`src/rtl/bp_fe_queue_roll_if.sv`:
```
//==============================================================================
// Module      : bp_fe_queue_roll_if
// Description : FE->BE queue handshake bundle (enqueue, issue, commit, rollback)
// Revision    : 1.0 - initial release
//==============================================================================
`default_nettype none

interface bp_fe_queue_roll_if #(
  parameter int width_p = 128
);
  logic [width_p-1:0] data_i;
  logic               v_i;
  logic               ready_o;
  logic [width_p-1:0] data_o;
  logic               v_o;
  logic               yumi_i;
  logic               clr_i;
  logic               deq_i;
  logic               roll_i;

  modport slave (
    input  data_i, v_i, yumi_i, clr_i, deq_i, roll_i,
    output ready_o, data_o, v_o
  );

  modport master (
    output data_i, v_i, yumi_i, clr_i, deq_i, roll_i,
    input  ready_o, data_o, v_o
  );
endinterface

`default_nettype wire

```
`src/rtl/bp_fe_queue_roll.sv`:
```
//==============================================================================
// Module      : bp_fe_queue_roll
// Description : FE queue with speculative issue pointer, commit pointer and
//               rollback to the oldest uncommitted entry.
// Revision    : 1.0 - initial release
//==============================================================================
`default_nettype none

module bp_fe_queue_roll #(
  parameter int els_p   = 8,
  parameter int width_p = 128
) (
  input  wire logic          clk_i,
  input  wire logic          reset_n_i,
  bp_fe_queue_roll_if.slave  q_if
);

  localparam int IDX_W = $clog2(els_p);
  localparam int PTR_W = IDX_W + 1;
  localparam logic [PTR_W-1:0] c_els = PTR_W'(els_p);
  localparam logic [PTR_W-1:0] c_one = PTR_W'(1);

  logic [PTR_W-1:0]   r_wptr, r_rptr, r_cptr;
  logic [PTR_W-1:0]   w_wptr_nxt, w_rptr_nxt, w_cptr_nxt;
  logic [width_p-1:0] r_mem [els_p];
  logic               w_full, w_empty, w_issued_any;
  logic               w_enq, w_deq, w_yumi;

  // Full is measured against the commit pointer: issued entries still hold slots.
  assign w_full       = (r_wptr - r_cptr) == c_els;
  assign w_empty      = (r_rptr == r_wptr);
  assign w_issued_any = (r_cptr != r_rptr);

  assign q_if.ready_o = ~w_full;
  assign q_if.v_o     = ~w_empty;
  assign q_if.data_o  = r_mem[r_rptr[IDX_W-1:0]];

  assign w_enq  = q_if.v_i & ~w_full & ~q_if.clr_i;
  assign w_deq  = q_if.deq_i & ~q_if.clr_i & w_issued_any;
  assign w_yumi = q_if.yumi_i & ~q_if.roll_i & ~q_if.clr_i & ~w_empty;

  always_comb begin
    w_wptr_nxt = r_wptr;
    w_cptr_nxt = r_cptr;
    w_rptr_nxt = r_rptr;
    if (q_if.clr_i) begin
      w_cptr_nxt = r_wptr;
      w_rptr_nxt = r_wptr;
    end else begin
      if (w_enq)
        w_wptr_nxt = r_wptr + c_one;
      if (w_deq)
        w_cptr_nxt = r_cptr + c_one;
      // Rollback lands on the post-commit position so a same-cycle deq is honoured.
      if (q_if.roll_i)
        w_rptr_nxt = w_cptr_nxt;
      else if (w_yumi)
        w_rptr_nxt = r_rptr + c_one;
    end
  end

  always_ff @(posedge clk_i or negedge reset_n_i) begin
    if (!reset_n_i) begin
      r_wptr <= '0;
      r_rptr <= '0;
      r_cptr <= '0;
    end else begin
      r_wptr <= w_wptr_nxt;
      r_rptr <= w_rptr_nxt;
      r_cptr <= w_cptr_nxt;
    end
  end

  always_ff @(posedge clk_i) begin
    if (w_enq)
      r_mem[r_wptr[IDX_W-1:0]] <= q_if.data_i;
  end

  a_deq_legal : assert property (@(posedge clk_i) disable iff (!reset_n_i)
    (q_if.deq_i && !q_if.clr_i) |-> w_issued_any);

  a_yumi_legal : assert property (@(posedge clk_i) disable iff (!reset_n_i)
    (q_if.yumi_i && !q_if.roll_i && !q_if.clr_i) |-> !w_empty);

endmodule

`default_nettype wire

```
`src/flat_wrapper.sv`:
```
// flat-port wrapper written by rule: the top's interface ports become plain ports
module bp_fe_queue_roll_flat 
#(
  parameter int els_p   = 8,
  parameter int width_p = 128
)
  (clk_i, reset_n_i, q_if_data_i, q_if_v_i, q_if_yumi_i, q_if_clr_i, q_if_deq_i, q_if_roll_i, q_if_ready_o, q_if_data_o, q_if_v_o);
  bp_fe_queue_roll_if #(.width_p(width_p)) q_if_i ();
  input  wire logic clk_i;
  input  wire logic reset_n_i;
  input wire logic [$bits(q_if_i.data_i)-1:0] q_if_data_i;
  input wire logic [$bits(q_if_i.v_i)-1:0] q_if_v_i;
  input wire logic [$bits(q_if_i.yumi_i)-1:0] q_if_yumi_i;
  input wire logic [$bits(q_if_i.clr_i)-1:0] q_if_clr_i;
  input wire logic [$bits(q_if_i.deq_i)-1:0] q_if_deq_i;
  input wire logic [$bits(q_if_i.roll_i)-1:0] q_if_roll_i;
  output wire logic [$bits(q_if_i.ready_o)-1:0] q_if_ready_o;
  output wire logic [$bits(q_if_i.data_o)-1:0] q_if_data_o;
  output wire logic [$bits(q_if_i.v_o)-1:0] q_if_v_o;
  assign q_if_i.data_i = q_if_data_i;
  assign q_if_i.v_i = q_if_v_i;
  assign q_if_i.yumi_i = q_if_yumi_i;
  assign q_if_i.clr_i = q_if_clr_i;
  assign q_if_i.deq_i = q_if_deq_i;
  assign q_if_i.roll_i = q_if_roll_i;
  assign q_if_ready_o = q_if_i.ready_o;
  assign q_if_data_o = q_if_i.data_o;
  assign q_if_v_o = q_if_i.v_o;
  bp_fe_queue_roll #(.els_p(els_p), .width_p(width_p)) u_core (.clk_i(clk_i), .reset_n_i(reset_n_i), .q_if(q_if_i));
endmodule
```
`config.mk`:
```
export PLATFORM = sky130hd
export DESIGN_NAME = bp_fe_queue_roll_flat
export DESIGN_NICKNAME = d
export VERILOG_FILES = /design/src/rtl/bp_fe_queue_roll_if.sv /design/src/rtl/bp_fe_queue_roll.sv /design/src/flat_wrapper.sv
export SDC_FILE = /design/constraint.sdc
export NUM_CORES = 1
export LEC_CHECK = 0
export BUFFER_PORTS_ARGS = -buffer_cell sky130_fd_sc_hd__buf_2
export CAP_MARGIN = 20
export CORE_AREA = 2 2 302 304
export CTS_CLUSTER_DIAMETER = 60
export DETAILED_ROUTE_END_ITERATION = 8
export DIE_AREA = 0 0 304 306
export PLACE_DENSITY = 0.69
export SETUP_SLACK_MARGIN = 0.5
export SLEW_MARGIN = 20
export SYNTH_ARGS = -nofsm -noshare
export SYNTH_HDL_FRONTEND = slang
export SYNTH_SLANG_ARGS = --single-unit
```
`constraint.sdc`:
```
create_clock -name clk_i -period 15.7 [get_ports clk_i]
set_input_delay 2.355 -clock clk_i [delete_from_list [all_inputs] [get_ports clk_i]]
set_output_delay 2.355 -clock clk_i [all_outputs]
set_load 0.005 [all_outputs]
```
# Yosys cells after proc, flatten, opt, wreduce, memory -nomap -nowiden
# Memories as Yosys holds them, arrays and structs flattened.
# Cells that the tools add are included.
totals:
  regBits: 12
  mem_bits_rw: 1024
  out_inout_bits: 130
  mem_count: 1
  elab_cells: 31
memory_table:
  columns: ["memory", "words", "width", "read_ports", "rd_ports_with_merged_regs", "wr", "line", "rtl"]
  rows:
  - ["u_core.r_mem", 8, 128, 1, 0, 1, "bp_fe_queue_roll.sv:25", "logic [width_p-1:0] r_mem [els_p];"]
op_classes:
  n_eq_ne: 3
  reduce_logical: 2
  n_addsub: 4
  mux: 7
  n_bitwise: 11
op_table:
  columns: ["operator", "count"]
  rows:
  - ["4-bit two-way mux", 5]
  - ["4-bit by 1-bit adder with 4-bit output, second input constant", 3]
  - ["1-bit bitwise AND", 7]
  - ["4-bit == test", 1]
  - ["4-bit == test, second input constant", 1]
  - ["4-bit != test", 1]
  - ["1-bit NOT", 4]
  - ["4-bit subtractor", 1]
  - ["3-bit nonzero test", 1]
  - ["1-bit two-way mux", 2]
  - ["2-bit AND reduction", 1]

# Logic depth before layout (Yosys ltp)
# Gate-level depths: netlist of the first run.
logic_depth:
  word_depth: 7
  depth_mapped: 8
  ltp_nobuf: 7

# Worst setup path before layout of the first run
# OpenSTA, ideal clock, no wires.
synth_timing:
  kind: "input port to flip-flop"
  from: "input q_if_clr_i"
  to: "memory u_core.r_mem[7][0] (enable)"
  slack_ns: 3.165
  t_required_ns: 14.924
  t_arrival_ns: 11.759
  path_buffers: 1
  path_stages: 4
  setup_time_ns: 0.776
  cell_sequence: "clkbuf_1 -> nor2b_1 -> o41ai_1 -> nor3_1"
synth_via:
  elab_chain_len: 4
synth_rtl:
  columns: ["item", "line", "rtl"]
  rows:
  - ["start, declared", "flat_wrapper.sv:14", "input wire logic [$bits(q_if_i.clr_i)-1:0] q_if_clr_i;"]
  - ["1-bit NOT (no source line)", null, null]
  - ["1-bit bitwise AND", "bp_fe_queue_roll.sv:38", "assign w_enq = q_if.v_i & ~w_full & ~q_if.clr_i;"]
  - ["1-bit two-way mux", "bp_fe_queue_roll.sv:75", "if (w_enq)"]
  - ["1-bit two-way mux (not written as such)", "bp_fe_queue_roll.sv:76", "r_mem[r_wptr[IDX_W-1:0]] <= q_if.data_i;"]
  - ["end, declared", "bp_fe_queue_roll.sv:25", null]
# Every way passes these cells.

# Final worst setup path of the first run
layout_timing:
  from: "register u_core.r_rptr[0]"
  to: "output q_if_data_o[84]"
layout_via:
  elab_chain_len: 1
layout_rtl:
  columns: ["item", "line", "rtl"]
  rows:
  - ["start, declared", "bp_fe_queue_roll.sv:23", "logic [PTR_W-1:0] r_wptr, r_rptr, r_cptr;"]
  - ["start signal, assigned", "bp_fe_queue_roll.sv:69", "r_rptr <= w_rptr_nxt;"]
  - ["memory 8 x 128 bit", null, null]
  - ["end, declared", "flat_wrapper.sv:18", "output wire logic [$bits(q_if_i.data_o)-1:0] q_if_data_o;"]
# Every way passes these cells.

==> results of run 1 <==
## final timing paths
kind	endpoint	cells after the start	slack [ns]	startpoint
max	q_if_data_o[84]	6	8.60	u_core.r_rptr[0]$_DFFE_PN0P_
min	u_core.r_wptr[3]$_DFFE_PN0P_	1	0.60	u_core.r_wptr[3]$_DFFE_PN0P_
max reg2reg	u_core.r_mem[6][36]$_DFFE_PP_	8	11.59	u_core.r_wptr[2]$_DFFE_PN0P_
min reg2reg	u_core.r_wptr[3]$_DFFE_PN0P_	1	0.60	u_core.r_wptr[3]$_DFFE_PN0P_
max in group asynchronous	u_core.r_rptr[0]$_DFFE_PN0P_	1	13.86	reset_n_i
min in group asynchronous	u_core.r_wptr[3]$_DFFE_PN0P_	1	1.57	reset_n_i
## layout make-up
cell class | count | area (µm²) | area share [%]
clock buffers | 143 | 2813 | 6.186
well taps | 1176 | 1471 | 3.236
multi-input cells | 470 | 7884 | 17.34
inverters | 6 | 22.52 | 0.04953
repair buffers | 299 | 1662 | 3.654
flip-flops and latches | 1036 | 31060 | 68.31
clock inverters | 49 | 546.8 | 1.202
diodes | 4 | 10.01 | 0.02201
## state kept, by name, indices dropped and copies added (netlist names)
signal,cells
u_core.r_cptr,4
u_core.r_mem,1024
u_core.r_wptr,4
u_core.r_rptr,4
## per-layer routing
metal  vias up  track usage (%)  wire length, µm
li1       7483                -                -
met3       144            4.375             4693
met2       457            28.63            39760
met5         -                0              122
met4        18            4.987             1696
met1      9238            21.41            31680
## synth_stat cells
master    count
a211oi_1      1
a211oi_2      1
a21oi_1       5
a22oi_1       2
a31oi_1       1
a41o_1        1
and3_1        3
buf_1        11
buf_2        28
buf_4         2
clkbuf_1     35
clkinv_1      1
dfrtp_1      12
edfxtp_1   1024
ha_1          6
inv_1         5
mux2_2      132
mux4_2      256
nand2_1       8
nand2b_1      1
nand3_1       4
nand3b_1      2
nand4_1       2
nor2_1       12
nor2b_1       3
nor3_1        3
o211ai_1      1
o221ai_1      1
o22ai_1       1
o41ai_1       1
o41ai_4       1
or3_1         1
or4_1         2
xnor2_1      11
xor2_1        8
## stage by stage
stage	util, %	total power [mW]	area [µm²]	std cells	setup WS (ns)
final	50.75	7.995	45470	3183	8.600
after global routing	50.75	8.365	45470	3183	8.104
after CTS	50.68	8.111	45410	3177	7.767
after detailed placement	46.93	5.682	42050	2985	8.534
after global placement	46.92	5.643	42040	2984	8.595
after floorplan	-	4.962	39230	1588	3.165
## report_power, final
part	internal [mW]	leakage (nW)	total, mW	switching (mW)
Clock	1.41	1.61	2.41	1.00
Combinational	1.12	3.61	2.14	1.03
Sequential	3.30	9.39	3.44	0.139
## kinds of logic (layout without fill, tap and decap cells)
group,Yosys count,count (layout)
buffers and inverters,82,497
adders and majority gates,6,6
muxes,388,388
AOI/OAI and AO/OA,16,16
xor gates and xnor gates,19,19
DFF,1036,1036
other,0,4
and+or+nand+nor,41,41
==> results.sh, run 1 <==
export IMPL_crit_path_start_kind="register"
export IMPL_crit_type="register to output port"
export IMPL_htree_levels=3
export IMPL_grt_max_degree=126
export IMPL_max_slew_margin_pct=30.82
export IMPL_synth_nets=1729
export IMPL_mostFrequentLayoutCells="edfxtp_1, buf_2, mux4_2"
export IMPL_synth_seq_cells=1036
export IMPL_grt_pass1_wl_mm=117.3
export IMPL_layout_commonest_cell="edfxtp_1"
export IMPL_critPathArrivalTime_ns=4.75
export IMPL_avgSynthCellArea_um2=24.70
export IMPL_clkSinkCount=1036
export IMPL_clk_pin_slew_ns=0.06
export IMPL_cp_slowest_cell="buf_4"
export IMPL_postCtsHoldBufs=0
export IMPL_io_pins=265
export IMPL_synth_top_area_cell="edfxtp_1"
export IMPL_fp_dieH_um=306
export IMPL_cts_tree="yes"
export IMPL_clk_latency_ns=0.67
export IMPL_cts_resized=0
export IMPL_synthTopCellsByArea="edfxtp_1, mux4_2, mux2_2, dfrtp_1, buf_2"
export IMPL_synth_top_family_by_area="multiplexers"
export IMPL_setup_viol=0
export IMPL_status="completed"
export IMPL_crit_chain="buf_4 -> buf_4 -> buf_4 -> mux4_2 -> mux2_2 -> buf_2"
export IMPL_synth_compound_area_share_pct=0.3444
export IMPL_ant_nets=0
export IMPL_finalHoldViolCount=0
export IMPL_seq_area_frac_synth_pct=79.15
export IMPL_grt_pass1_vias=18660
export IMPL_dpl_hpwl_mm=42.47
export IMPL_cts_setup_buffers=0
export IMPL_grt_overflow_total=0
export IMPL_min_period_over_period_pct=45.22
export IMPL_fin_skew_ns=0.01938
export IMPL_core_area_um2=89600
export IMPL_drc=0
export IMPL_tns_ns=0
export IMPL_drive_above_1_share_pct=42.04
export IMPL_synthMuxAreaShare_pct=18.49
export IMPL_place_congestion=0.7426
export IMPL_fin_hold_ws_ns=0.6019
export IMPL_layout_nets=2060
export IMPL_synth_simple_area_share_pct=0.5167
export IMPL_die_x_um=304
export IMPL_netlist_area_um2=39230
export IMPL_antenna_found_initial=14
export IMPL_fin_crit_ns=7.100
export IMPL_synth_cell_types=35
export IMPL_start_util_pct=43.79
export IMPL_synth_xor_area_share_pct=0.4242
export IMPL_ir_worst_vdd_mv=0.1413
export IMPL_wirelength_mm=77.95
export IMPL_hold_class="register to register"
export IMPL_cp_required_ns=13.35
export IMPL_slowest_delay_ns=0.87
export IMPL_cp_end_kind="output port"
export IMPL_leakagePower_nw=14.61
export IMPL_maxCapViolCount=0
export IMPL_area_growth_pct=15.90
export IMPL_dieArea_um2=93020
export IMPL_portBuffers=264
export IMPL_synth_fa_ha_area_share_pct=0.1914
export IMPL_power_density_nw_per_um2=175.8
export IMPL_critical_path_buf_inv_count=4
export IMPL_postSynthCellCount=1588
export IMPL_yosysWarnings=0
export IMPL_fillers=6870
export IMPL_fp_row_count=110
export IMPL_critPathMostFrequentCell="buf_4"
export IMPL_yosys_area_top_type_share_pct=78.38
export IMPL_rsz0062_at_grt="no"
export IMPL_cts_root_buf="clkbuf_16"
export IMPL_viasPerCell=5.448
export IMPL_crit_family="buffers and inverters"
export IMPL_max_freq_mhz=140.8
export IMPL_worstPathMaxFanout=50
export IMPL_drtIter0Drc=1199
export IMPL_dr_pass1_iters=5
export IMPL_cts_buffer_depth=3
export IMPL_tightest_slew_ns=1.038
export IMPL_num_vias=17340
export IMPL_maxSlewViolCount=0
export IMPL_numCtsBuffers=106
export IMPL_track_usage_pct=16.84
export IMPL_wl_per_cell_um=24.49
(Power assumes the default switching activity.)
==> inputs of run 2 (changes only) <==
Clock period 15.7 ns to 6.6 ns, I/O delays scaled along.
==> results.sh, run 2 (synthesized netlist as in run 1, its figures left out) <==
export IMPL_clkSinkCount=1036
export IMPL_seq_power_share_pct=42.3
export IMPL_ir_worst_vdd_mv=0.4023
export IMPL_drtIter0Drc=1306
export IMPL_clk_latency_ns=0.67
export IMPL_layout_nets=2048
export IMPL_dp_cells=2976
export IMPL_postCtsHoldBufs=0
export IMPL_mostFrequentLayoutCells="edfxtp_1, buf_2, mux4_2"
export IMPL_cts_resized=0
export IMPL_portBuffers=264
export IMPL_status="completed"
export IMPL_final_cells=3180
export IMPL_tightest_slew_ns=1.370
export IMPL_fin_crit_ns=4.410
export IMPL_grt_max_degree=169
export IMPL_fp_row_count=110
export IMPL_cts_buffer_depth=3
export IMPL_maxCapViolCount=0
export IMPL_area_growth_pct=16.49
export IMPL_core_area_um2=89600
export IMPL_max_slew_margin_pct=8.645
export IMPL_finalHoldViolCount=0
export IMPL_wl_per_cell_um=25.05
export IMPL_crit_type="register to output port"
export IMPL_switching_share_pct=26.97
export IMPL_worstPathMaxFanout=75
export IMPL_viasPerCell=5.456
export IMPL_io_pins=265
export IMPL_grt_pass1_wl_mm=119.7
export IMPL_fillers=6888
export IMPL_dp_slack_ns=2.778
export IMPL_p_comb_share_pct=26.7
export IMPL_p_sw_mw=5.211
export IMPL_maxSlewViolCount=0
export IMPL_dieArea_um2=93020
export IMPL_grt_pass1_vias=19040
export IMPL_htree_levels=3
export IMPL_numCtsBuffers=105
export IMPL_layout_setup_ws_ns=2.190
export IMPL_cp_end_kind="output port"
export IMPL_fin_hold_ws_ns=0.1998
export IMPL_rsz0062_at_grt="no"
export IMPL_gr_usage_met3_pct=4.866
export IMPL_min_period_over_period_pct=66.81
export IMPL_track_usage_pct=17.31
export IMPL_dr_pass1_iters=4
export IMPL_clockPowerShare_pct=31.0
export IMPL_place_congestion=0.7264
export IMPL_dpl_hpwl_mm=39.84
export IMPL_fin_skew_ns=0.02518
export IMPL_leakagePower_nw=14.69
export IMPL_cts_tree="yes"
export IMPL_drc=0
export IMPL_top_usage_layer="met2"
export IMPL_power_density_nw_per_um2=422.8
export IMPL_start_util_pct=43.79
export IMPL_max_freq_mhz=226.8
export IMPL_ant_nets=0
export IMPL_setup_viol=0
export IMPL_drive_above_1_share_pct=42.01
export IMPL_layout_commonest_cell="edfxtp_1"
export IMPL_largest_register_ffs=1024
export IMPL_crit_path_start_kind="register"
export IMPL_num_vias=17350
export IMPL_clk_pin_slew_ns=0.06
export IMPL_wirelength_mm=79.65
export IMPL_hold_class="input pin to asynchronous set/reset pin"
export IMPL_cts_root_buf="clkbuf_16"
export IMPL_antenna_found_initial=20
export IMPL_power_internal_mw=14.11
export IMPL_grt_overflow_total=0
export IMPL_critPathArrivalTime_ns=3.42
export IMPL_fp_dieH_um=306
export IMPL_cp_required_ns=5.61
export IMPL_cts_setup_buffers=0
export IMPL_die_x_um=304
export IMPL_gr_usage_met2_pct=30.34
export IMPL_use_met1_pct=21.05
## run 2: cell types whose count changed in the layout (fill, tap and decap cells not counted), moves of 6 or more
cell / delta
clkinv_1: +7
buf_12: +12
bufinv_16: +6
inv_6: -7
clkbuf_1: -10
clkinv_2: +9
buf_4: -20
## run 2: cell type report
type                            count  area, µm²  area share, %
Antenna cell                        7      17.52        0.03833
Clock buffer                      134       2789          6.103
Clock inverter                     63      734.5          1.607
Inverter                            6      22.52        0.04928
Multi-Input combinational cell    470       7903          17.29
Sequential cell                  1036      31060          67.97
Tap cell                         1176       1471          3.220
Timing Repair Buffer              288       1702          3.723
## run 2: power by group through the flow
stage               combinational (mW)  clock, mW  sequential [mW]
floorplan                         3.59          0             8.18
global placement                  5.22          0             8.28
detailed placement                5.27          0             8.32
CTS                               5.30       6.14             8.18
global route                      5.58       6.38             8.22
finish                            5.16       5.99             8.17
## run 2: stage by stage
| stage | power (mW) | instance area, µm² | TNS (ns) | util [%] |
|---|---|---|---|---|
| 2_1_floorplan | 11.77 | 39250 | -712.73 | - |
| 3_3_place_gp | 13.49 | 42160 | 0 | 47.05 |
| 3_5_place_dp | 13.59 | 42160 | 0 | 47.05 |
| 4_1_cts | 19.62 | 45680 | 0 | 50.99 |
| 5_1_grt | 20.19 | 45690 | 0 | 51.00 |
| 6_report | 19.32 | 45700 | 0 | 51.01 |
## run 2: worst paths after layout
check	start	end	slack, ns	depth (start not counted)
hold / removal	reset_n_i	u_core.r_cptr[2]$_DFF_PN0_	0.20	1
setup reg to reg	u_core.r_wptr[2]$_DFFE_PN0P_	u_core.r_mem[5][66]$_DFFE_PP_	2.90	7
min in group clk_i	q_if_data_i[8]	u_core.r_mem[7][8]$_DFFE_PP_	0.58	1
setup / recovery	u_core.r_rptr[0]$_DFFE_PN0P_	q_if_data_o[76]	2.19	4
max in group asynchronous	reset_n_i	u_core.r_rptr[1]$_DFFE_PN0P_	6.14	1
hold reg to reg	u_core.r_wptr[3]$_DFFE_PN0P_	u_core.r_wptr[3]$_DFFE_PN0P_	0.62	1
## run 2: per-layer routing
layer / vias up / share of wire, %
li1: 7471 / -
met2: 455 / 52
met4: 26 / 1.9
met3: 140 / 6.4
met1: 9257 / 40
met5: - / 0.23
## run 2: critical path, stage by stage (launching register included)
cell and delay [ns]:
dfrtp_4 1.07, buf_12 0.58, mux4_2 0.59, mux2_2 0.29, buf_2 0.13
==> inputs of run 3 (changes only) <==
Settings changed: PLACE_DENSITY 0.69 to 0.71.
Clock period 6.6 ns to 4 ns, I/O delays scaled along.
==> results.sh, run 3 (synthesized netlist as in run 1, its figures left out) <==
export IMPL_status="completed"
export IMPL_whs_endpoint="u_core.r_mem[6][115]$_DFFE_PP_"
export IMPL_rsz0062_at_grt="yes"
export IMPL_fin_skew_ns=0.01912
export IMPL_start_util_pct=43.79
export IMPL_max_freq_mhz=288.8
export IMPL_power_density_nw_per_um2=693.9
export IMPL_p_comb_share_pct=27.9
export IMPL_dieArea_um2=93020
export IMPL_final_cells=3196
export IMPL_largest_register_ffs=1024
export IMPL_grt_overflow_total=0
export IMPL_dp_slack_ns=1.055
export IMPL_p_sw_mw=8.864
export IMPL_slowest_delay_ns=0.63
export IMPL_grt_max_degree=92
export IMPL_clk_pin_slew_ns=0.06
export IMPL_place_area_um2=42480
export IMPL_drtIter0Drc=1185
export IMPL_fin_hold_ws_ns=0.1859
export IMPL_setup_viol=0
export IMPL_clkSinkCount=1036
export IMPL_grt_pass1_vias=19170
export IMPL_grt_pass1_wl_mm=120.5
export IMPL_dr_max_layer_used="met5"
export IMPL_final_core_util_pct=51.37
export IMPL_maxCapViolCount=0
export IMPL_crit_type="register to output port"
export IMPL_routed_wl_met2_mm=41.48
export IMPL_maxSlewViolCount=0
export IMPL_ant_nets=0
export IMPL_die_x_um=304
export IMPL_antenna_found_initial=14
export IMPL_whs_path_depth=1
export IMPL_max_slew_margin_pct=51.94
export IMPL_io_pins=265
export IMPL_mostFrequentLayoutCells="edfxtp_1, buf_2, mux4_2"
export IMPL_crit_family="multiplexers"
export IMPL_crit_path_start_kind="register"
export IMPL_cts_buffer_depth=3
export IMPL_cp_slowest_cell="dfrtp_4"
export IMPL_num_vias=17390
export IMPL_cts_tree="yes"
export IMPL_drive_above_1_share_pct=43.60
export IMPL_fp_dieH_um=306
export IMPL_seq_power_share_pct=42.0
export IMPL_switching_share_pct=27.76
export IMPL_critPathArrivalTime_ns=2.86
export IMPL_wl_met3_mm=4.610
export IMPL_rr_endpoint="u_core.r_mem[0][125]$_DFFE_PP_"
export IMPL_clockPowerShare_pct=30.2
export IMPL_rr_startpoint="u_core.r_wptr[2]$_DFFE_PN0P_"
export IMPL_core_area_um2=89600
export IMPL_dr_pass1_iters=5
export IMPL_leakagePower_nw=14.81
export IMPL_dp_cells=2987
export IMPL_layout_commonest_cell="edfxtp_1"
export IMPL_cp_end_kind="output port"
export IMPL_layout_nets=2067
export IMPL_worstPathMaxFanout=64
export IMPL_fp_row_count=110
export IMPL_power_internal_mw=23.07
export IMPL_min_from="q_if_data_i[115]"
export IMPL_reg2reg_depth=8
export IMPL_dpl_hpwl_mm=42.79
export IMPL_layout_setup_ws_ns=0.5371
export IMPL_fin_crit_ns=3.463
export IMPL_wl_per_cell_um=24.98
export IMPL_place_congestion=0.7434
export IMPL_final_area_um2=46020
export IMPL_critical_path_buf_inv_count=2
export IMPL_min_period_over_period_pct=86.57
export IMPL_area_growth_pct=17.31
export IMPL_hold_class="input pin to register"
export IMPL_tightest_slew_ns=0.7208
export IMPL_cp_required_ns=3.40
export IMPL_viasPerCell=5.441
export IMPL_crit_chain="buf_16 -> mux4_2 -> mux2_2 -> buf_2"
export IMPL_portBuffers=264
export IMPL_r2r_setup_slack_ns=1.09
export IMPL_met1Wirelength_mm=31.64
export IMPL_clk_latency_ns=0.67
export IMPL_finalHoldViolCount=0
export IMPL_htree_levels=3
export IMPL_drc=0
export IMPL_numCtsBuffers=107
export IMPL_track_usage_pct=17.32
export IMPL_wirelength_mm=79.83
export IMPL_cts_root_buf="clkbuf_16"
export IMPL_ir_worst_vdd_mv=0.5031
run 3: cell count changes in the layout (fill, tap and decap cells not counted), moves of 4 or more:
cell,before,now
clkinv_1,22,26
bufinv_16,15,8
clkinvlp_4,3,7
buf_4,8,13
clkinv_2,15,20
buf_12,16,24
clkbuf_1,26,14
run 3: per-layer routing:
metal / vias up / global-route usage (%)
met5: - / 0
met4: 20 / 4.975
met3: 151 / 4.631
met2: 435 / 30.15
met1: 9266 / 21.33
li1: 7517 / -
run 3: cell type report:
| type | count | area [µm²] |
|---|---|---|
| Inverter | 6 | 25.02 |
| Antenna cell | 4 | 10.01 |
| Fill cell | 6872 | 43570 |
| Multi-Input combinational cell | 470 | 7999 |
| Tap cell | 1176 | 1471 |
| Clock buffer | 122 | 2755 |
| Sequential cell | 1036 | 31060 |
| Clock inverter | 77 | 709.4 |
| Timing Repair Buffer | 305 | 1992 |
run 3: metrics by stage:
stage / setup TNS [ns] / power (mW)
2_1_floorplan: -322.78 / 19.47
3_3_place_gp: 0 / 22.54
3_5_place_dp: 0 / 22.69
4_1_cts: 0 / 32.41
5_1_grt: 0 / 33.42
6_report: 0 / 31.94
run 3: power by group through the flow:
stage,clock (mW),combinational (mW),sequential (mW)
floorplan,0,6.08,13.4
global placement,0,8.97,13.6
detailed placement,0,9.04,13.6
CTS,9.88,9.10,13.4
global route,10.3,9.62,13.5
finish,9.63,8.90,13.4
run 3: how the worst max path moves through the flow:
stage / from / depth (start not counted) / endpoint / slack, ns
floorplan: u_core.r_wptr[0]$_DFFE_PN0P_ / 8 / u_core.r_mem[0][0]$_DFFE_PP_ / -0.88
global placement: u_core.r_wptr[2]$_DFFE_PN0P_ / 8 / u_core.r_mem[0][66]$_DFFE_PP_ / 1.06
detailed placement: u_core.r_wptr[2]$_DFFE_PN0P_ / 8 / u_core.r_mem[0][66]$_DFFE_PP_ / 1.06
CTS: u_core.r_rptr[0]$_DFFE_PN0P_ / 4 / q_if_data_o[92] / 0.44
global route: u_core.r_rptr[0]$_DFFE_PN0P_ / 4 / q_if_data_o[92] / 0.41
finish: u_core.r_rptr[0]$_DFFE_PN0P_ / 4 / q_if_data_o[92] / 0.54
run 3: what timing repair did:
item,CTS,global route
setup buffers,0,5
hold endpoints to repair,12,0
setup endpoints to repair,53,72
hold buffers,1,0
resized for setup,1,2
